File: src/rtl/dcache_sram_port.sv
// dcache_sram_port: valid/ready front-end for the 512x32 byte-enabled simple
// dual-port data-cache SRAM (1-cycle read latency). Writes are registered onto
// the SRAM write port; reads go through a two-stage pipeline into a 4-entry
// in-order response FIFO protected by a credit rule.
// Optional feature: define DCACHE_SRAM_RAW_BYPASS_EN to forward the write data
// of a same-edge, same-address write into the colliding read. Without it, the
// read is stalled for one cycle instead.
module dcache_sram_port #(
    parameter int ADDR_WIDTH = 9,
    parameter int DATA_WIDTH = 32,
    parameter int BE_WIDTH   = DATA_WIDTH / 8
) (
    input  logic                  clk,
    input  logic                  rst,
    input  logic                  wreq_valid,
    output logic                  wreq_ready,
    input  logic [ADDR_WIDTH-1:0] wreq_addr,
    input  logic [DATA_WIDTH-1:0] wreq_data,
    input  logic [BE_WIDTH-1:0]   wreq_be,
    input  logic                  rreq_valid,
    output logic                  rreq_ready,
    input  logic [ADDR_WIDTH-1:0] rreq_addr,
    output logic                  rresp_valid,
    input  logic                  rresp_ready,
    output logic [DATA_WIDTH-1:0] rresp_data,
    output logic                  sram_wr_en,
    output logic [ADDR_WIDTH-1:0] sram_wr_addr,
    output logic [DATA_WIDTH-1:0] sram_wr_data,
    output logic [BE_WIDTH-1:0]   sram_wr_byte_en,
    output logic [ADDR_WIDTH-1:0] sram_rd_addr,
    input  logic [DATA_WIDTH-1:0] sram_rd_data
);

    localparam logic [2:0] CREDITS = 3'd4;

    logic                  started_q, started_d;
    logic                  wr_en_q, wr_en_d;
    logic [ADDR_WIDTH-1:0] wr_addr_q, wr_addr_d;
    logic [DATA_WIDTH-1:0] wr_data_q, wr_data_d;
    logic [BE_WIDTH-1:0]   wr_be_q, wr_be_d;
    logic [ADDR_WIDTH-1:0] rd_addr_q, rd_addr_d;
    logic                  s1_valid_q, s1_valid_d;
    logic                  s2_valid_q, s2_valid_d;
    logic [1:0]            wr_ptr_q, wr_ptr_d;
    logic [1:0]            rd_ptr_q, rd_ptr_d;
    logic [2:0]            count_q, count_d;
    logic [DATA_WIDTH-1:0] fifo_q [4];
    logic [DATA_WIDTH-1:0] fifo_d [4];

    logic                  wr_fire, rd_fire, push, pop, same_addr;
    logic [2:0]            occupancy;
    logic [DATA_WIDTH-1:0] push_data;

`ifdef DCACHE_SRAM_RAW_BYPASS_EN
    logic                  byp1_q, byp1_d, byp2_q, byp2_d;
    logic [DATA_WIDTH-1:0] byp1_data_q, byp1_data_d, byp2_data_q, byp2_data_d;
    logic [BE_WIDTH-1:0]   byp1_be_q, byp1_be_d, byp2_be_q, byp2_be_d;
`endif

    // Handshakes, credit accounting and response outputs
    always_comb begin
        same_addr   = (wreq_addr == rreq_addr);
        occupancy   = {2'b00, s1_valid_q} + {2'b00, s2_valid_q} + count_q;
        wreq_ready  = started_q;
`ifdef DCACHE_SRAM_RAW_BYPASS_EN
        rreq_ready  = !rst && (occupancy < CREDITS);
`else
        rreq_ready  = !rst && (occupancy < CREDITS) && !(wreq_valid && wreq_ready && same_addr);
`endif
        wr_fire     = wreq_valid && wreq_ready;
        rd_fire     = rreq_valid && rreq_ready;
        rresp_valid = (count_q != 3'd0);
        rresp_data  = rresp_valid ? fifo_q[rd_ptr_q] : '0;
        pop         = rresp_valid && rresp_ready;
        push        = s2_valid_q;
    end

    // Data entering the FIFO: SRAM read data, optionally overlaid with forwarded write bytes
    always_comb begin
        push_data = sram_rd_data;
`ifdef DCACHE_SRAM_RAW_BYPASS_EN
        for (int b = 0; b < BE_WIDTH; b++) begin
            if (byp2_q && byp2_be_q[b]) begin
                push_data[b*8 +: 8] = byp2_data_q[b*8 +: 8];
            end
        end
`endif
    end

    // Next-state for write register, read pipeline and FIFO bookkeeping
    always_comb begin
        started_d  = 1'b1;
        wr_en_d    = wr_fire;
        wr_addr_d  = wr_fire ? wreq_addr : wr_addr_q;
        wr_data_d  = wr_fire ? wreq_data : wr_data_q;
        wr_be_d    = wr_fire ? wreq_be   : wr_be_q;
        s1_valid_d = rd_fire;
        rd_addr_d  = rd_fire ? rreq_addr : rd_addr_q;
        s2_valid_d = s1_valid_q;
        wr_ptr_d   = push ? wr_ptr_q + 2'd1 : wr_ptr_q;
        rd_ptr_d   = pop  ? rd_ptr_q + 2'd1 : rd_ptr_q;
        count_d    = count_q;
        if (push && !pop) begin
            count_d = count_q + 3'd1;
        end else if (pop && !push) begin
            count_d = count_q - 3'd1;
        end
        fifo_d = fifo_q;
        if (push) begin
            fifo_d[wr_ptr_q] = push_data;
        end
`ifdef DCACHE_SRAM_RAW_BYPASS_EN
        byp1_d      = rd_fire && wr_fire && same_addr;
        byp1_data_d = rd_fire ? wreq_data : byp1_data_q;
        byp1_be_d   = rd_fire ? wreq_be   : byp1_be_q;
        byp2_d      = byp1_q;
        byp2_data_d = byp1_data_q;
        byp2_be_d   = byp1_be_q;
`endif
    end

    // Control and pipeline state; reset drops in-flight reads, FIFO contents and any uncommitted write
    always_ff @(posedge clk or posedge rst) begin
        if (rst) begin
            started_q  <= 1'b0;
            wr_en_q    <= 1'b0;
            wr_addr_q  <= '0;
            wr_data_q  <= '0;
            wr_be_q    <= '0;
            rd_addr_q  <= '0;
            s1_valid_q <= 1'b0;
            s2_valid_q <= 1'b0;
            wr_ptr_q   <= 2'd0;
            rd_ptr_q   <= 2'd0;
            count_q    <= 3'd0;
        end else begin
            started_q  <= started_d;
            wr_en_q    <= wr_en_d;
            wr_addr_q  <= wr_addr_d;
            wr_data_q  <= wr_data_d;
            wr_be_q    <= wr_be_d;
            rd_addr_q  <= rd_addr_d;
            s1_valid_q <= s1_valid_d;
            s2_valid_q <= s2_valid_d;
            wr_ptr_q   <= wr_ptr_d;
            rd_ptr_q   <= rd_ptr_d;
            count_q    <= count_d;
        end
    end

`ifdef DCACHE_SRAM_RAW_BYPASS_EN
    // Forwarded write data travelling alongside the S1/S2 read stages
    always_ff @(posedge clk or posedge rst) begin
        if (rst) begin
            byp1_q      <= 1'b0;
            byp2_q      <= 1'b0;
            byp1_data_q <= '0;
            byp2_data_q <= '0;
            byp1_be_q   <= '0;
            byp2_be_q   <= '0;
        end else begin
            byp1_q      <= byp1_d;
            byp2_q      <= byp2_d;
            byp1_data_q <= byp1_data_d;
            byp2_data_q <= byp2_data_d;
            byp1_be_q   <= byp1_be_d;
            byp2_be_q   <= byp2_be_d;
        end
    end
`endif

    // FIFO storage needs no reset: entries are only visible while count is non-zero
    always_ff @(posedge clk) begin
        fifo_q <= fifo_d;
    end

    assign sram_wr_en      = wr_en_q;
    assign sram_wr_addr    = wr_addr_q;
    assign sram_wr_data    = wr_data_q;
    assign sram_wr_byte_en = wr_be_q;
    assign sram_rd_addr    = rd_addr_q;

endmodule

File: config.mk
export PLATFORM = sky130hd
export DESIGN_NAME = dcache_sram_port
export DESIGN_NICKNAME = d
export VERILOG_FILES = /design/src/rtl/dcache_sram_port.sv
export SDC_FILE = /design/constraint.sdc
export NUM_CORES = 1
export LEC_CHECK = 0
export ABC_AREA = 1
export BUFFER_PORTS_ARGS = -buffer_cell sky130_fd_sc_hd__buf_4
export CAP_MARGIN = 25
export CORE_ASPECT_RATIO = 1.4
export CORE_MARGIN = 4
export CORE_UTILIZATION = 55
export CTS_BUF_LIST = sky130_fd_sc_hd__clkbuf_4 sky130_fd_sc_hd__clkbuf_8
export DETAILED_ROUTE_END_ITERATION = 10
export PLACE_DENSITY = 0.8
export SLEW_MARGIN = 20
export SYNTH_ARGS = -nofsm -noshare
export SYNTH_HDL_FRONTEND = slang
export SYNTH_SLANG_ARGS = --single-unit
File: constraint.sdc
create_clock -name clk -period 5.34 [get_ports clk]
set_input_delay 1.068 -clock clk [delete_from_list [all_inputs] [get_ports clk]]
set_output_delay 1.068 -clock clk [all_outputs]
set_load 0.005 [all_outputs]
# Word-level counts from Yosys, hierarchy flattened
# Index checks and enable logic that the tools add are counted.
# W data, S select, Z words.
classes:
  bitwise: 2
  order_cmp: 4
  n_eq_ne: 1
  muxes: 9
  n_reduce_logical: 15
  add_sub_neg: 6
op_table:
  columns: ["cell", "count"]
  rows:
  - ["$bwmux W128", 1]
  - ["$mux W32", 4]
  - ["$bmux W32 S2", 1]
  - ["$demux W32 S2", 1]
  - ["$eq A9 B9 Y1", 1]
  - ["$logic_and A1 B1 Y1", 9]
  - ["$ge A3 B3 Y1 const B", 2]
  - ["$mux W3", 2]
  - ["$not A2 Y3", 2]
  - ["$add A2 B1 Y2 const B", 2]
  - ["$logic_not A1 Y1", 4]
  - ["$add A2 B3 Y3", 1]
  - ["$add A3 B1 Y3 const B", 1]
  - ["$lt A3 B1 Y1 const B", 1]
  - ["$lt A3 B3 Y1 const B", 1]
  - ["$reduce_bool A3 Y1", 1]
  - ["$sub A3 B1 Y3 const B", 1]
  - ["$add A1 B1 Y2", 1]
  - ["$reduce_bool A2 Y1", 1]
word_totals:
  elab_cells: 52
  output_inout_bits: 90
  register_bits: 193
  in_bits: 91

# Logic depth before layout (Yosys ltp)
# Gate-level depths: netlist (run 1).
depth:
  depth_word: 6
  ltp_mapped: 10
  ltp_nobuf: 10

# Worst setup path after synthesis (run 1)
# Ideal clock, no wire load.
synth_path:
  kind: "input to output"
  start: "input port rst"
  end: "output port rreq_ready"
  path_stages: 6
  arrival_time_ps: 2991
  path_slack_ps: 1281
  cell_sequence: "inv_1 -> nand2_2 -> nor2_4 -> buf_6 -> nand2_1 -> inv_1"
synth_via:
  elab_chain_len: 3
synth_lines:
  columns: ["element", "line_no", "text"]
  rows:
  - ["from (decl)", "14", "input logic rst,"]
  - ["$logic_not A1 Y1 (no line)", null, null]
  - ["$logic_and A1 B1 Y1 (2 in series)", "68", "rreq_ready = !rst && (occupancy < CREDITS) && !(wreq_valid && wreq_ready && same_addr);"]
  - ["to (decl)", "21", "output logic rreq_ready,"]
# No other way between the ends.

# Worst setup path in the final report (run 1)
layout_path:
  start: "register rd_ptr_q[1]"
  end: "output port rresp_data[3]"
layout_via:
  elab_chain_len: 5
layout_lines:
  columns: ["element", "line_no", "text"]
  rows:
  - ["from (decl)", "45", "logic [1:0] rd_ptr_q, rd_ptr_d;"]
  - ["from (signal assigned)", "146", "rd_ptr_q <= rd_ptr_d;"]
  - ["$not A2 Y3 (not written as such)", "73", "rresp_data = rresp_valid ? fifo_q[rd_ptr_q] : '0;"]
  - ["$bmux W32 S2", "73", null]
  - ["$mux W32 (not written as such) (2 in series)", "73", null]
  - ["$mux W32", "73", null]
  - ["to (decl)", "25", "output logic [DATA_WIDTH-1:0] rresp_data,"]
# No other way between the ends. The select of a mux whose other input is x is not followed.

==> reports/metrics.cfg, run 1 <==
[yosys]
synthCells = 708
synthDistinctLibCells = 28
yosys.area.top_type = edfxtp_1
ys_seq_area_share_pct = 70.4
syn_area_per_cell_um2 = 11.0
synth_nets = 806
yosys_warnings = 0
synth.area.top_cells = edfxtp_1, dfrtp_1, nand2_1, nor2_1, o21ai_1
synth_top_area_share_pct = 49.5
synthesis.area_um2 = 7770
ys_seq_elements = 193

[clocking]
numCtsBuffers = 17
post_cts_resized = 0
root_buffer = clkbuf_8
clock_sinks = 193
post-cts-setup-buffers = 0
htree_num_levels = 4
hold_buffers = 0
clk_pin_slew_ps = 90
cts_tree = done
ctsLongestPathBuffers = 2
insertion_delay_ps = 450

[layout]
layout_commonest_cell = buf_4
num_antenna_cells = 0
layout_common_cells = buf_4, nand2_1, nor2_1
drive_gt1_share_pct = 26.1
fin_nets = 980
area_delta_synth_final_pct = 24.6

[pwr]
comb_power_share_pct = 35.5
p_switching_mw = 1.48
p_sw_share_pct = 33.7
power_mw = 4.40
clockPowerShare_pct = 21.6
power_density_nw_per_um2 = 454
power.internal_mw = 2.92
ir_worst_vdd_mv = 0.225
p_leak_nw = 4.27
seq_power_share_pct = 42.9

[floorplan]
dieHeight_um = 149
core.rowCount = 51
core_um2 = 13900
dieArea_um2 = 16100
start_util_pct = 55.9
die_x_um = 108
io_pins = 181

[critical_path]
crit_fanout = 18
cp_top_family = buffers and inverters
timing_worst_setup_path_type = reg2out
start_kind = register
cp.arrival_ps = 2130
crit_top_cell = buf_4
critPathRequiredTime_ps = 4270
cp_slowest_cell = inv_1
endpoint_kind = primary output
path_cells = inv_1 -> buf_4 -> nor2_1 -> o21ai_1 -> a21oi_1 -> buf_4
reg2reg_depth = 10
critPathMaxStageDelay_ps = 510
path_buf_inv = 3
crit_cells = 6

[timing]
min_period_ps = 3200
rsz0062_at_grt = false
setup_ws_ps = 2140
period_share_pct = 60.0
relSlewSlack_pct = 47.1
tightest_slew_ps = 793
fin_setup_tns_ps = 0
finalSetupViolations = 0
fmax_ghz = 0.312
drv_slew = 0
clock_skew_ps = 19.7
hold_viol_final = 0

[drt]
routedWlPerCell_um = 16.1
route.met3.wl_um = 1650
wl_met2_um = 8980
routed_wirelength_um = 17300
dr.pass1.iters = 5
m1WireLength_um = 6420
route.vias.total = 5541
postRouteAntennaNets = 0
drc_errors = 0
highest_layer = met4
first_iter_violations = 283
vias_per_cell = 5.13

[placement]
hpwl_um = 11400
dp_slack_ps = 2190
place_congestion = 0.839
portBuffers = 180

[job]
drv_cap = 0

[outcome]
status = completed

[global_route]
grt-ovfl-total = 0
grt_max_degree = 67
grt_antenna_before_repair = 0
first_global_vias = 5649
grt_util_all_layers_pct = 22.3
grt_pass1_wl_um = 27200

[hold_path]
worstHoldPathCells = 0
hold_class = reg2reg

==> cell type report <==
type                            instances  area [um2]
Multi-Input combinational cell        442        1980
Inverter                               37         139
Clock buffer                           17         234
Sequential cell                       193        5470
Clock inverter                         15         179
Timing Repair Buffer                  191        1450
Tap cell                              185         231
Fill cell                            1054        4230
==> cell families after synthesis <==
| group | after synthesis | synth area share, % |
|---|---|---|
| AOI/OAI and AO/OA | 111 | 7.36 |
| and+or+nand+nor | 317 | 16.1 |
| other | 1 | 0.0482 |
| xor gates and xnor gates | 6 | 0.676 |
| DFF | 193 | 70.4 |
| adders and majority gates | 7 | 1.22 |
| buffers and inverters | 73 | 4.20 |
==> state kept, by name, summed over array words and instances (netlist names) <==
| signal | flops |
|---|---|
| rd_ptr_q | 2 |
| sram_wr_en | 1 |
| sram_wr_addr | 9 |
| push | 1 |
| wreq_ready | 1 |
| fifo_q | 128 |
| sram_wr_data | 32 |
| wr_ptr_q | 2 |
| s1_valid_q | 1 |
| sram_wr_byte_en | 4 |
| count_q | 3 |
| sram_rd_addr | 9 |
==> stage by stage <==
stage               utilization (%)  hold slack (ps)  instances  area (um2)
finish                         69.6              389       1080        9680
global route                   69.6              413       1080        9680
CTS                            69.5              396       1079        9660
detailed placement             66.5              373       1047        9250
global placement               66.5              366       1047        9250
floorplan                         -              360        708        7770
==> power by group through the flow <==
stage | combinational (mW) | clock, mW | sequential [mW]
final | 1.56 | 0.951 | 1.89
after global routing | 1.74 | 1.04 | 1.91
after CTS | 1.56 | 0.970 | 1.89
after detailed placement | 1.56 | 0 | 1.92
after global placement | 1.53 | 0 | 1.91
after floorplan | 0.861 | 0 | 1.90
==> path summary, 6_finish.rpt <==
check	startpoint	end	slack, ps
worst min register to register	s1_valid_q	push	390
min in group asynchronous	rst	sram_wr_data[28]	880
worst min-delay path	s1_valid_q	push	390
worst max register to register	count_q[0]	count_q[2]	2900
worst max-delay path	rd_ptr_q[1]	rresp_data[3]	2140
max in group asynchronous	rst	rd_ptr_q[0]	3900
==> synth_stat cells (all sizes together) <==
cell    number
inv         37
xnor2        1
conb         1
fa           1
nor3         1
o22ai        1
nand3        3
a21oi       36
nand2      169
buf         20
edfxtp     128
o21ai       74
ha           6
dfrtp       65
clkbuf      16
nor2       135
nand4        9
xor2         5
==> routing by layer <==
metal | GRT usage, % | up-vias
li1 | - | 2684
met1 | 25.0 | 2616
met2 | 38.2 | 219
met3 | 8.64 | 22
met4 | 8.40 | 0
met5 | 0 | -
Power figures use the tool's default switching activity.
==> run 2: changes to the inputs <==
--- a/config.mk
+++ b/config.mk
@@ -5,7 +5,7 @@
 export SDC_FILE = /design/constraint.sdc
 export NUM_CORES = 1
 export LEC_CHECK = 0
-export ABC_AREA = 1
+export ABC_AREA = 0
 export BUFFER_PORTS_ARGS = -buffer_cell sky130_fd_sc_hd__buf_4
 export CAP_MARGIN = 25
 export CORE_ASPECT_RATIO = 1.4
@@ -13,7 +13,7 @@
 export CORE_UTILIZATION = 55
 export CTS_BUF_LIST = sky130_fd_sc_hd__clkbuf_4 sky130_fd_sc_hd__clkbuf_8
 export DETAILED_ROUTE_END_ITERATION = 10
-export PLACE_DENSITY = 0.8
+export PLACE_DENSITY = 0.81
 export SLEW_MARGIN = 20
 export SYNTH_ARGS = -nofsm -noshare
 export SYNTH_HDL_FRONTEND = slang
==> constraint.sdc (replaced) <==
create_clock -name clk -period 3.02 [get_ports clk]
set_input_delay 0.604 -clock clk [delete_from_list [all_inputs] [get_ports clk]]
set_output_delay 0.604 -clock clk [all_outputs]
set_load 0.005 [all_outputs]
==> reports/metrics.cfg, run 2 <==
[outcome]
status = completed

[floorplan]
start_util_pct = 56.3  ; +0.44 points
die_x_um = 107  ; -1.4%
dieArea_um2 = 15700  ; -2.8%
core.rowCount = 50  ; -2.0%
core_um2 = 13400  ; -3.8%
io_pins = 181  ; unchanged
dieHeight_um = 147  ; -1.4%

[timing]
period_share_pct = 90.7
finalSetupViolations = 0  ; unchanged
rsz0062_at_grt = false
min_period_ps = 2740
fin_setup_tns_ps = 0  ; unchanged
hold_slack_ps = 180  ; -209 ps
hold_viol_final = 0  ; unchanged
tightest_slew_ps = 873  ; +80.0 ps
setup_ws_ps = 280  ; -1860 ps
relSlewSlack_pct = 41.8  ; -5.3 points
fmax_ghz = 0.365
clock_skew_ps = 12.0  ; -7.69 ps
drv_slew = 0  ; unchanged

[critical_path]
path_buf_inv = 2  ; -1
critPathRequiredTime_ps = 2420  ; -1850 ps
cp.arrival_ps = 2140  ; about the same
endpoint_kind = primary output
crit_fanout = 27  ; +9
start_kind = register
reg2reg_slack_ps = 830  ; -2070 ps
timing_worst_setup_path_type = reg2out
cp_slowest_cell = dfrtp_2
path_cells = buf_12 -> mux4_2 -> and2_1 -> buf_4
cp_top_family = flip-flops
critPathMaxStageDelay_ps = 550  ; +40 ps

[yosys]
synth-edff-count = 128  ; unchanged
netlist_top_cells_count = edfxtp_1, dfrtp_1, mux2_1
synthFlopType = edfxtp_1
yosys.area.top_type = edfxtp_1
yosysMostFrequentCell = edfxtp_1
yosys_warnings = 0  ; unchanged
synth_async_sr_flop_share_pct = 33.7  ; unchanged
synth.area.top_cells = edfxtp_1, dfrtp_1, mux4_2, mux2_1, and2_1
synthDistinctLibCells = 29  ; +3.6%
syn_area_per_cell_um2 = 19.9  ; +82%
synthCells = 378  ; -47%
ys_seq_elements = 193  ; unchanged
ys_seq_area_share_pct = 72.6  ; +2.2 points
synthesis.area_um2 = 7540  ; -3.0%
synth_nets = 476  ; -41%
synth_top_area_share_pct = 51.0  ; +1.5 points

[global_route]
use_met1_pct = 22.5  ; -2.5 points
grt_max_degree = 47  ; -30%
grt_util_all_layers_pct = 19.4  ; -2.9 points
met3_usage_pct = 7.52  ; -1.1 points
top_usage_layer = met2
grt_antenna_before_repair = 0  ; unchanged
grt-ovfl-total = 0  ; unchanged
first_global_vias = 4531  ; -20%
grt_pass1_wl_um = 23300  ; -14%
use_met2_pct = 33.7  ; -4.5 points

[clocking]
hold_buffers = 0  ; unchanged
insertion_delay_ps = 450  ; about the same
clk_pin_slew_ps = 100  ; about the same
htree_num_levels = 4  ; unchanged
post-cts-setup-buffers = 0  ; unchanged
clock_sinks = 193  ; unchanged
numCtsBuffers = 17  ; unchanged
cts_tree = done
root_buffer = clkbuf_8
ctsLongestPathBuffers = 2  ; unchanged
post_cts_resized = 0  ; unchanged

[placement]
portBuffers = 180  ; unchanged
postPlaceCellArea_um2 = 9110  ; -1.5%
hpwl_um = 10200  ; -11%
dp_slack_ps = 669  ; -1520 ps
place_congestion = 0.775  ; -7.6%

[layout]
area_delta_synth_final_pct = 26.8
num_antenna_cells = 0  ; unchanged
drive_gt1_share_pct = 48.8  ; +23 points
layout_commonest_cell = buf_4
multi_input_area_um2 = 1960  ; -1.0%
regArea_um2 = 5470  ; unchanged
fin_nets = 663  ; -32%
largest_reg_flops = 128  ; unchanged
layout_common_cells = buf_4, edfxtp_1, dfrtp_1
nFillCells = 889  ; -16%
largest-register = fifo_q
final_area_um2 = 9560  ; -1.3%

[pwr]
power_mw = 7.60  ; +73%
power_density_nw_per_um2 = 795  ; +75%
ir_worst_vdd_mv = 0.419  ; +86%
p_leak_nw = 3.81  ; -11%

[drt]
vias_per_cell = 5.26  ; +2.5%
first_iter_violations = 117  ; -59%
postRouteAntennaNets = 0  ; unchanged
routedWlPerCell_um = 19.1  ; +19%
route.vias.total = 3998  ; -28%
dr.pass1.iters = 5  ; unchanged
drc_errors = 0  ; unchanged
routed_wirelength_um = 14500  ; -16%

[hold_path]
hold_class = in2async

[job]
drv_cap = 0  ; unchanged

-- run 2: changes by cell type after synthesis, sizes merged, moves of 31 or more --
| cell | before | now |
|---|---|---|
| nand2 | 169 | 3 |
| mux2 | 0 | 55 |
| nor2 | 135 | 1 |
| o21ai | 74 | 2 |
| inv | 37 | 6 |
| and2 | 0 | 37 |
| a21oi | 36 | 1 |
| mux4 | 0 | 32 |
-- run 2: final timing paths --
| kind | from | to | depth (start not counted) |
|---|---|---|---|
| worst max-delay path | rd_ptr_q[0] | rresp_data[11] | 4 |
| worst min-delay path | rst | sram_wr_addr[8] | 2 |
| worst max register to register | count_q[0] | count_q[2] | 8 |
| worst min register to register | s1_valid_q | push | 0 |
| max in group asynchronous | rst | sram_wr_data[19] | 3 |
| min in group clk | sram_rd_data[0] | fifo_q[64] | 1 |
-- run 2: layout make-up --
class | count | area share [%]
inverters | 6 | 0.236
multi-input cells | 162 | 20.5
clock inverters | 15 | 2.26
clock buffers | 17 | 2.45
flip-flops and latches | 193 | 57.2
repair buffers | 185 | 14.9
well taps | 182 | 2.38
-- run 2: cell families after synthesis --
group	Yosys count	share of synthesized area [%]
AO/OA/AOI/OAI	3	0.249
XOR/XNOR	15	1.74
adder cells (fa/ha/maj)	7	1.26
buffers and inverters	23	1.43
flip-flops	193	72.6
multiplexers	87	18.2
other	1	0.0497
AND/OR/NAND/NOR	49	4.48
-- run 2: through the flow --
stage                     instances  utilization [%]
after floorplan                 378                -
after global placement          728             68.0
after detailed placement        728             68.0
after CTS                       760             71.4
after global routing            760             71.4
final                           760             71.4
-- run 2: power by group --
group	leakage, nW	switching [mW]	internal [mW]
sequential	1.92	0.220	3.19
combinational	1.66	0.929	1.45
clock	0.223	0.952	0.864
total	3.81	2.10	5.50
-- run 2: routing by layer --
layer / vias up / routed length, um
met5: - / 0
met4: 0 / 184
met3: 13 / 1280
li1: 1807 / -
met1: 2018 / 5280
met2: 160 / 7790
